File: config.mk
export PLATFORM = sky130hd
export DESIGN_NAME = hazard_forward_ctrl
export DESIGN_NICKNAME = d
export VERILOG_FILES = /design/src/rtl/hfc_pkg.sv /design/src/rtl/hfc_match.sv /design/src/rtl/hazard_forward_ctrl.sv
export SDC_FILE = /design/constraint.sdc
export NUM_CORES = 1
export LEC_CHECK = 0
export ABC_AREA = 1
export BUFFER_PORTS_ARGS = -buffer_cell sky130_fd_sc_hd__buf_4
export CAP_MARGIN = 20
export CORE_MARGIN = 4
export CORE_UTILIZATION = 57
export DETAILED_ROUTE_END_ITERATION = 10
export GPL_ROUTABILITY_DRIVEN = 0
export HOLD_SLACK_MARGIN = 0.12
export PLACE_DENSITY = 0.86
export SLEW_MARGIN = 5
export SYNTH_ARGS = -nofsm -noshare
export SYNTH_HDL_FRONTEND = slang
export SYNTH_SLANG_ARGS = --single-unit
File: constraint.sdc
create_clock -name clk -period 3.4 [get_ports clk]
set_clock_uncertainty 0.2 [all_clocks]
set_input_delay 0.51 -clock clk [delete_from_list [all_inputs] [get_ports clk]]
set_output_delay 0.51 -clock clk [all_outputs]
set_load 0.02 [all_outputs]
File: src/rtl/hfc_pkg.sv
// Shared types and helpers for the hazard / forwarding controller.
package hfc_pkg;

    // Widest register address the slot record can carry; narrower
    // addresses are zero-extended on entry.
    localparam int DST_W_MAX = 8;

    // Select value meaning "take the register-file operand".
    localparam int SEL_RF = 0;

    // One in-flight instruction as seen by the hazard logic.
    typedef struct packed {
        logic                 valid;
        logic                 wr;
        logic [DST_W_MAX-1:0] dst;
        logic                 is_load;
    } slot_t;

    // Width of a forward select able to name slots 1..depth-1 plus SEL_RF.
    function automatic int sel_width(input int depth);
        return (depth > 2) ? $clog2(depth) : 1;
    endfunction

endpackage

File: src/rtl/hfc_match.sv
// Youngest-first producer search for one source operand over the
// forwardable slots (0..DEPTH-2).
module hfc_match
    import hfc_pkg::*;
#(
    parameter  int REG_AW   = 5,
    parameter  int DEPTH    = 3,
    parameter  int ZERO_REG = 1,
    localparam int SEL_W    = sel_width(DEPTH)
) (
    input  slot_t             slots [DEPTH],
    input  logic [REG_AW-1:0] src,
    input  logic              used,
    output logic              hit,
    output logic [SEL_W-1:0]  idx,
    output logic              is_load
);

    logic [DST_W_MAX-1:0] src_ext;
    logic                 src_blocked;

    assign src_ext     = DST_W_MAX'(src);
    assign src_blocked = (ZERO_REG != 0) && (src == '0);

    // Scan oldest to youngest so the youngest matching slot is the last to win.
    always_comb begin
        // NOTE: every output gets a default before the loop; a path that leaves
        // a combinational output unassigned would infer a latch.
        hit     = 1'b0;
        idx     = '0;
        is_load = 1'b0;
        for (int j = DEPTH - 2; j >= 0; j--) begin
            if (used && !src_blocked && slots[j].valid && slots[j].wr &&
                slots[j].dst == src_ext) begin
                hit     = 1'b1;
                idx     = SEL_W'(j);
                is_load = slots[j].is_load;
            end
        end
    end

endmodule

File: src/rtl/hazard_forward_ctrl.sv
// Load-use stall and operand-forward control. Tracks in-flight destinations
// in a DEPTH-slot shift register (slot 0 = EX, slot DEPTH-1 = WB) and emits
// per-source forward selects registered into EX.
module hazard_forward_ctrl
    import hfc_pkg::*;
#(
    parameter  int REG_AW   = 5,
    parameter  int NUM_SRC  = 2,
    parameter  int DEPTH    = 3,
    parameter  int LOAD_LAT = 1,
    parameter  int ZERO_REG = 1,
    parameter  int CNT_W    = 16,
    localparam int SEL_W    = sel_width(DEPTH)
) (
    input  logic                       clk,
    input  logic                       reset,
    input  logic                       id_valid,
    input  logic [NUM_SRC*REG_AW-1:0]  id_src,
    input  logic [NUM_SRC-1:0]         id_src_used,
    input  logic [REG_AW-1:0]          id_dst,
    input  logic                       id_wr,
    input  logic                       id_is_load,
    input  logic                       flush,
    input  logic                       pipe_hold,
    output logic                       stall_out,
    output logic [NUM_SRC*SEL_W-1:0]   fwd_sel,
    output logic [CNT_W-1:0]           stall_cnt
);

    slot_t                     slots_q [DEPTH];
    slot_t                     slots_d [DEPTH];
    logic [NUM_SRC*SEL_W-1:0]  fwd_sel_q, fwd_sel_d;
    logic [CNT_W-1:0]          stall_cnt_q, stall_cnt_d;

    logic [NUM_SRC-1:0]        hit;
    logic [NUM_SRC-1:0]        hit_load;
    logic [SEL_W-1:0]          idx [NUM_SRC];
    logic [NUM_SRC-1:0]        load_use;
    logic [NUM_SRC*SEL_W-1:0]  sel_now;
    logic                      inject;

    for (genvar i = 0; i < NUM_SRC; i++) begin : g_src
        hfc_match #(
            .REG_AW   (REG_AW),
            .DEPTH    (DEPTH),
            .ZERO_REG (ZERO_REG)
        ) u_match (
            .slots   (slots_q),
            .src     (id_src[i*REG_AW +: REG_AW]),
            .used    (id_src_used[i]),
            .hit     (hit[i]),
            .idx     (idx[i]),
            .is_load (hit_load[i])
        );
    end

    // Per-source load-use detection and the select each source would get.
    always_comb begin
        load_use = '0;
        sel_now  = '0;
        for (int i = 0; i < NUM_SRC; i++) begin
            load_use[i] = hit[i] && hit_load[i] && (int'(idx[i]) < LOAD_LAT);
            sel_now[i*SEL_W +: SEL_W] = hit[i] ? idx[i] + SEL_W'(1) : SEL_W'(SEL_RF);
        end
    end

    // A killed instruction never stalls; only a live, unstalled one enters EX.
    assign stall_out = id_valid && !flush && (|load_use);
    assign inject    = id_valid && !flush && !stall_out;

    // Next state: shift slots, load EX slot or a bubble, update select and counter.
    always_comb begin
        slots_d     = slots_q;
        fwd_sel_d   = fwd_sel_q;
        stall_cnt_d = stall_cnt_q;
        if (!pipe_hold) begin
            for (int k = DEPTH - 1; k >= 1; k--) begin
                slots_d[k] = slots_q[k-1];
            end
            slots_d[0] = '0;
            if (inject) begin
                slots_d[0] = '{valid: 1'b1, wr: id_wr,
                               dst: DST_W_MAX'(id_dst), is_load: id_is_load};
            end
            fwd_sel_d = inject ? sel_now : '0;
            if (stall_out && stall_cnt_q != '1) begin
                stall_cnt_d = stall_cnt_q + CNT_W'(1);
            end
        end
    end

    // State registers with synchronous reset.
    always_ff @(posedge clk) begin
        if (reset) begin
            // NOTE: the slot array is reset, not left to settle, because a stale
            // valid bit would fabricate a hazard on the first instruction.
            for (int k = 0; k < DEPTH; k++) begin
                slots_q[k] <= '0;
            end
            fwd_sel_q   <= '0;
            stall_cnt_q <= '0;
        end else begin
            // NOTE: non-blocking assignments so every flop samples pre-edge values.
            slots_q     <= slots_d;
            fwd_sel_q   <= fwd_sel_d;
            stall_cnt_q <= stall_cnt_d;
        end
    end

    assign fwd_sel   = fwd_sel_q;
    assign stall_cnt = stall_cnt_q;

endmodule
* Word-level counts from Yosys, hierarchy flattened
Index checks and enable logic that the tools add are counted.
** Word-level totals
- Bits in registers :: 42
- Word-level logic and storage cells :: 67
** Cells by class
- Equal/unequal tests :: 5
- $lt $le $gt $ge :: 2
- Add/subtract/negate cells :: 3
- Mux-type cells :: 16
- Bitwise gates (word level) :: 1
- Reduce and logical (&&, ||, !) cells :: 30
** Operator list (number)
- == test 8 x 5 -> 1 bit :: 4
- logical AND 1 bit :: 22
- adder 16 x 1 -> 16 bit, second input constant :: 1
- inequality test 16 bit, second input constant :: 1
- two-way mux 1 bit :: 12
- two-way mux 11 bit :: 1
- zero test 5 bit :: 2
- adder 2 x 1 -> 2 bit, second input constant :: 2
- zero test 1 bit :: 4
- less-than comparator 2 x 1 -> 1 bit, second input constant :: 2
- two-way mux 2 bit :: 2
- two-way mux 4 bit :: 1
- AND reduction 2 bit :: 1
- OR reduction 2 bit :: 1
- inverter 1 bit :: 1

* Longest topological paths before layout
- Word-level depth :: 15
- Gate-level depth with buffers :: 13
- Gate-level depth less buffers :: 12

* Hierarchy
A second synthesis with hierarchy kept.
** Second synthesis, totals
- Cell total of the unflattened synthesis :: 459
- Area, all modules :: 2725.1 um^2
** Modules (own cells, without submodules)
- hazard_forward_ctrl :: sequential area each 880.8 um^2, area each 2064.5 um^2, cells an instance 307, times used 1
- hfc_match :: sequential area each 0.0 um^2, area each 330.3 um^2, cells an instance 76, times used 2

* Worst setup path before layout
No wires, ideal clock.
- Kind :: input to output
- Start point :: in id_src[8]
- End point :: out stall_out
- Arrival :: 1.581 ns
- Cell stages on the path :: 9
- Setup slack :: 1.109 ns
- Cells stage by stage :: inv_1 > a21oi_1 > nand2_1 > nor2_1 > nand3_1 > nand2_4 > nand2_4 > buf_2 > nor2_1
** Between the ends
- Longest elaborated chain between the ends :: 12
- Elaborated cells on any way between the ends :: 22
- Those cells by class :: 1 x order compare; 2 x eq/ne; 6 x mux; 13 x reduce/logical
** Ends and longest elaborated chain
- start, declared :: line hazard_forward_ctrl.sv:18 : input logic [NUM_SRC*REG_AW-1:0] id_src,
- zero test 5 bit :: line hfc_match.sv:23 : assign src_blocked = (ZERO_REG != 0) && (src == '0);
- zero test 1 bit :: line hfc_match.sv:33 : if (used && !src_blocked && slots[j].valid && slots[j].wr &&
- logical AND 1 bit (4 in series) :: line hfc_match.sv:33
- two-way mux 1 bit (2 in series) :: line hfc_match.sv:33
- less-than comparator 2 x 1 -> 1 bit / logical AND 1 bit (equally long branches) :: line hazard_forward_ctrl.sv:62 : load_use[i] = hit[i] && hit_load[i] && (int'(idx[i]) < LOAD_LAT);
- logical AND 1 bit (*) :: line hazard_forward_ctrl.sv:62
- OR reduction 2 bit (*) :: line hazard_forward_ctrl.sv:68 : assign stall_out = id_valid && !flush && (|load_use);
- logical AND 1 bit (*) :: line hazard_forward_ctrl.sv:68
- end, declared :: line hazard_forward_ctrl.sv:25 : output logic stall_out,
Mark *: on every way between the ends. The rest lies on a longest branch, timed or not.

* Final worst setup path
- Start point :: reg slots_q[26] (netlist bit)
- End point :: out stall_out
** Between the ends
- Longest elaborated chain between the ends :: 7
- Elaborated cells on any way between the ends :: 18
- Those cells by class :: 2 x order compare; 2 x eq/ne; 6 x mux; 8 x reduce/logical
** Ends and longest elaborated chain
- start, declared :: line hazard_forward_ctrl.sv:30 : slot_t slots_q [DEPTH];
- start signal, assigned :: line hazard_forward_ctrl.sv:104 : slots_q <= slots_d;
- == test 8 x 5 -> 1 bit :: line hfc_match.sv:34 : slots[j].dst == src_ext) begin
- logical AND 1 bit :: line hfc_match.sv:33
- two-way mux 1 bit :: line hfc_match.sv:33
- less-than comparator 2 x 1 -> 1 bit / logical AND 1 bit (equally long branches) :: line hazard_forward_ctrl.sv:62
- logical AND 1 bit :: line hazard_forward_ctrl.sv:62
- OR reduction 2 bit (*) :: line hazard_forward_ctrl.sv:68
- logical AND 1 bit (*) :: line hazard_forward_ctrl.sv:68
Marked as above.

==> metrics.md <==
| Metric | Value |
|---|---|
| Reg2Reg Depth | `11` |
| Fmax | `396 MHz` |
| Nets | `369` |
| Most frequent cells in the layout | `nand2_1 (68), nor2_1 (55), buf_4 (45), dfxtp_1 (35), inv_1 (34)` |
| Core Box Area | `0.00334 mm²` |
| Sequential area share after synthesis | `35.6%` |
| Max FO, Critical Path | `14` |
| Clk_lat worst skew | `350 ps` |
| P per Cell Area | `311 mW/mm²` |
| CP arrival | `1820 ps` |
| Buf+Inv Stages, Crit Path | `2` |
| Antenna Nets Post-Route | `0` |
| Most common cell after layout, fill and taps aside | `nand2_1` |
| Simple-gate area share of the yosys netlist | `38.4%` |
| Worst reg2reg endpoint | `stall_cnt[8]` |
| I/O pin count | `45` |
| Grt total ovfl | `0` |
| Yosys Warn Count | `0` |
| Critical Path RT | `2690 ps` |
| Top cell type's share of synthesized area | `35.6%` |
| Max cap viols | `0` |
| Clk buf depth | `2` |
| Die area | `0.00446 mm²` |
| CP max stage delay | `430 ps` |
| Dominant cell type by area after synthesis | `dfxtp_1` |
| Synth Area in Compound Gates | `11.3%` |
| Reg2Reg Setup Slack | `1230 ps` |
| DRC errors left | `0` |
| Worst-margin pin slew | `704 ps` |
| Fin. max-slew vios | `0` |
| Layout cells sized above 1 | `20.9%` |
| Worst Hold Class | `in2reg` |
| Routed len/inst | `11.5 µm` |
| Critical Path Start | `slots_q[26]` |
| WP depth | `9` |
| First-pass GRT wire length | `7570 µm` |
| Cells after synthesis | `302` |
| Via count | `1982` |
| Clk slew on worst S/H paths | `100 ps` |
| Fraction of synthesized cell area in xor and xnor cells | `4.44%` |
| Final setup fails | `0` |
| CTS tree | `yes` |
| Critical-path cell list | `inv_2, a21oi_1, nand2_1, nor2_2, nand3_2, nand2_4, nand2_4, nor2_1, buf_4` |
| Status | `finished clean` |
| Final period utilization | `74.4%` |
| Initial antenna violation count | `0` |
| CP endpoint kind | `primary output` |
| Syn Area/Cell | `6.53 µm²` |
| Most used cell, CP | `nand2_4` |
| Setup_tns | `0 ps` |
| Die Y | `66.8 µm` |
| Vias in the first global route | `1718` |
| Final worst slack | `872 ps` |
| HP Start | `reset` |
| Die Width | `66.8 µm` |
| Number of library cell types mapped by synthesis | `27` |
| Worst path top cell family by delay | `simple AND/OR/NAND/NOR gates` |
| Vias per cell | `5.08` |
| Worst path slowest cell | `dfxtp_1` |
| Post-synthesis register bit count | `35` |
| Floorplan row count | `21` |
| Area growth, synth to finish | `20.5%` |
| CTS Hold Bufs | `0` |
| WL final | `4490 µm` |
| Reg2reg start | `slots_q[26]` |
| Relative slew slack | `53.0%` |
| TritonCTS buffer count | `5` |
| Max VDD drop | `295 µV` |
| Adder-cell share of the synthesized area | `0.635%` |
| Setup Buffers After CTS | `0` |
| Post-CTS Resized | `0` |
| H-tree levels | `2` |
| Final min period | `2530 ps` |
| Initial core utilization | `59.1%` |
| Endpoints failing hold | `0` |
| Root Driver | `clkbuf_4` |
| Antenna cells | `0` |
| Total design power | `0.000738 W` |
| I/O Buffers | `44` |
| Sinks on Clock Net | `35` |
| Initial drt markers | `145` |
| CP Capture Point | `stall_out` |
| Worst setup SP type | `flip-flop` |
| Setup CP Type | `reg2out` |
| Hold slack | `223 ps` |
| First drt pass iteration count | `4` |
| Total global-route track usage | `22.4%` |
| Place WS | `1020 ps` |
| Largest family of logic cells by synthesized area | `simple AND/OR/NAND/NOR gates` |
| Pleak | `1.12 nW` |
| Syn Nets | `327` |
| Largest net degree at the start of global routing | `24` |
| RSZ-0062 raised after global routing | `false` |
| Syn Std Cell Area | `0.00197 mm²` |
| Dpl hpwl | `3330 µm` |
| Multiplexer area fraction after synthesis | `0%` |
| Largest cells by area after synthesis | `dfxtp_1 (36%), nand2_1 (13%), nor2_1 (10%)` |
## synth_stat cells
| cell type | count |
|---|---|
| nand3_1 | 26 |
| clkbuf_1 | 7 |
| buf_2 | 2 |
| or2_2 | 1 |
| nand2_4 | 2 |
| nor2_1 | 55 |
| o21ai_1 | 1 |
| dfxtp_1 | 35 |
| nor4_4 | 1 |
| nor3_1 | 1 |
| xnor2_1 | 5 |
| nor2_4 | 1 |
| o21ai_2 | 1 |
| xor2_1 | 5 |
| a21oi_1 | 19 |
| a21boi_2 | 1 |
| ha_1 | 1 |
| inv_1 | 34 |
| nand3b_1 | 1 |
| nor2_2 | 2 |
| nand4_1 | 11 |
| buf_6 | 1 |
| inv_2 | 4 |
| o21ai_0 | 10 |
| nand2_1 | 68 |
| a21oi_2 | 6 |
| nand3_2 | 1 |
## routing by layer
| layer | share of wire (%) | vias up | track usage, % |
|---|---|---|---|
| li1 | - | 1047 | - |
| met1 | 48 | 881 | 30.4 |
| met2 | 45 | 46 | 33.9 |
| met3 | 4.9 | 8 | 5.23 |
| met4 | 1.6 | 0 | 9.14 |
| met5 | 0 | - | 0 |
## final cells by class
class	instances	area, µm²
clock buffer	6	51.3
timing repair buffer	45	338
fill	295	962
sequential	35	701
clock inverter	1	5.00
tap	46	57.6
multi-input combinational	219	1080
inverter	38	143
## logic make-up (layout without fill, tap and decap cells)
group | count (synthesis) | count (layout)
simple gates | 170 | 170
buf+inv | 48 | 90
flops | 35 | 35
compound gates | 38 | 38
fa+ha+maj | 1 | 1
xor+xnor | 10 | 10
## how the worst min path moves through the flow
stage                   to  slack, ps  cells past startpoint
2_1_floorplan  slots_q[32]        250                      2
3_3_place_gp    fwd_sel[3]        250                      2
3_5_place_dp    fwd_sel[3]        260                      2
4_1_cts        slots_q[23]        220                      2
5_1_grt        slots_q[23]        220                      2
6_report       slots_q[32]        220                      2
## metrics by stage
step                      instance area [µm²]  cells  util [%]
after floorplan                          1970    302         -
after global placement                   2320    383      69.5
after detailed placement                 2320    383      69.5
after CTS                                2370    390      71.2
after global routing                     2370    390      71.2
final                                    2370    390      71.2
## state kept, by name, summed over array words and instances (netlist names)
register   count
fwd_sel        4
stall_cnt     16
slots_q       15
## where the power goes
part | total (W) | internal (W) | switching, W
clock network | 0.000236 | 0.0000958 | 0.000140
registers | 0.000424 | 0.000417 | 0.00000781
logic | 0.0000777 | 0.0000369 | 0.0000407
Power figures use the tool's default switching activity.
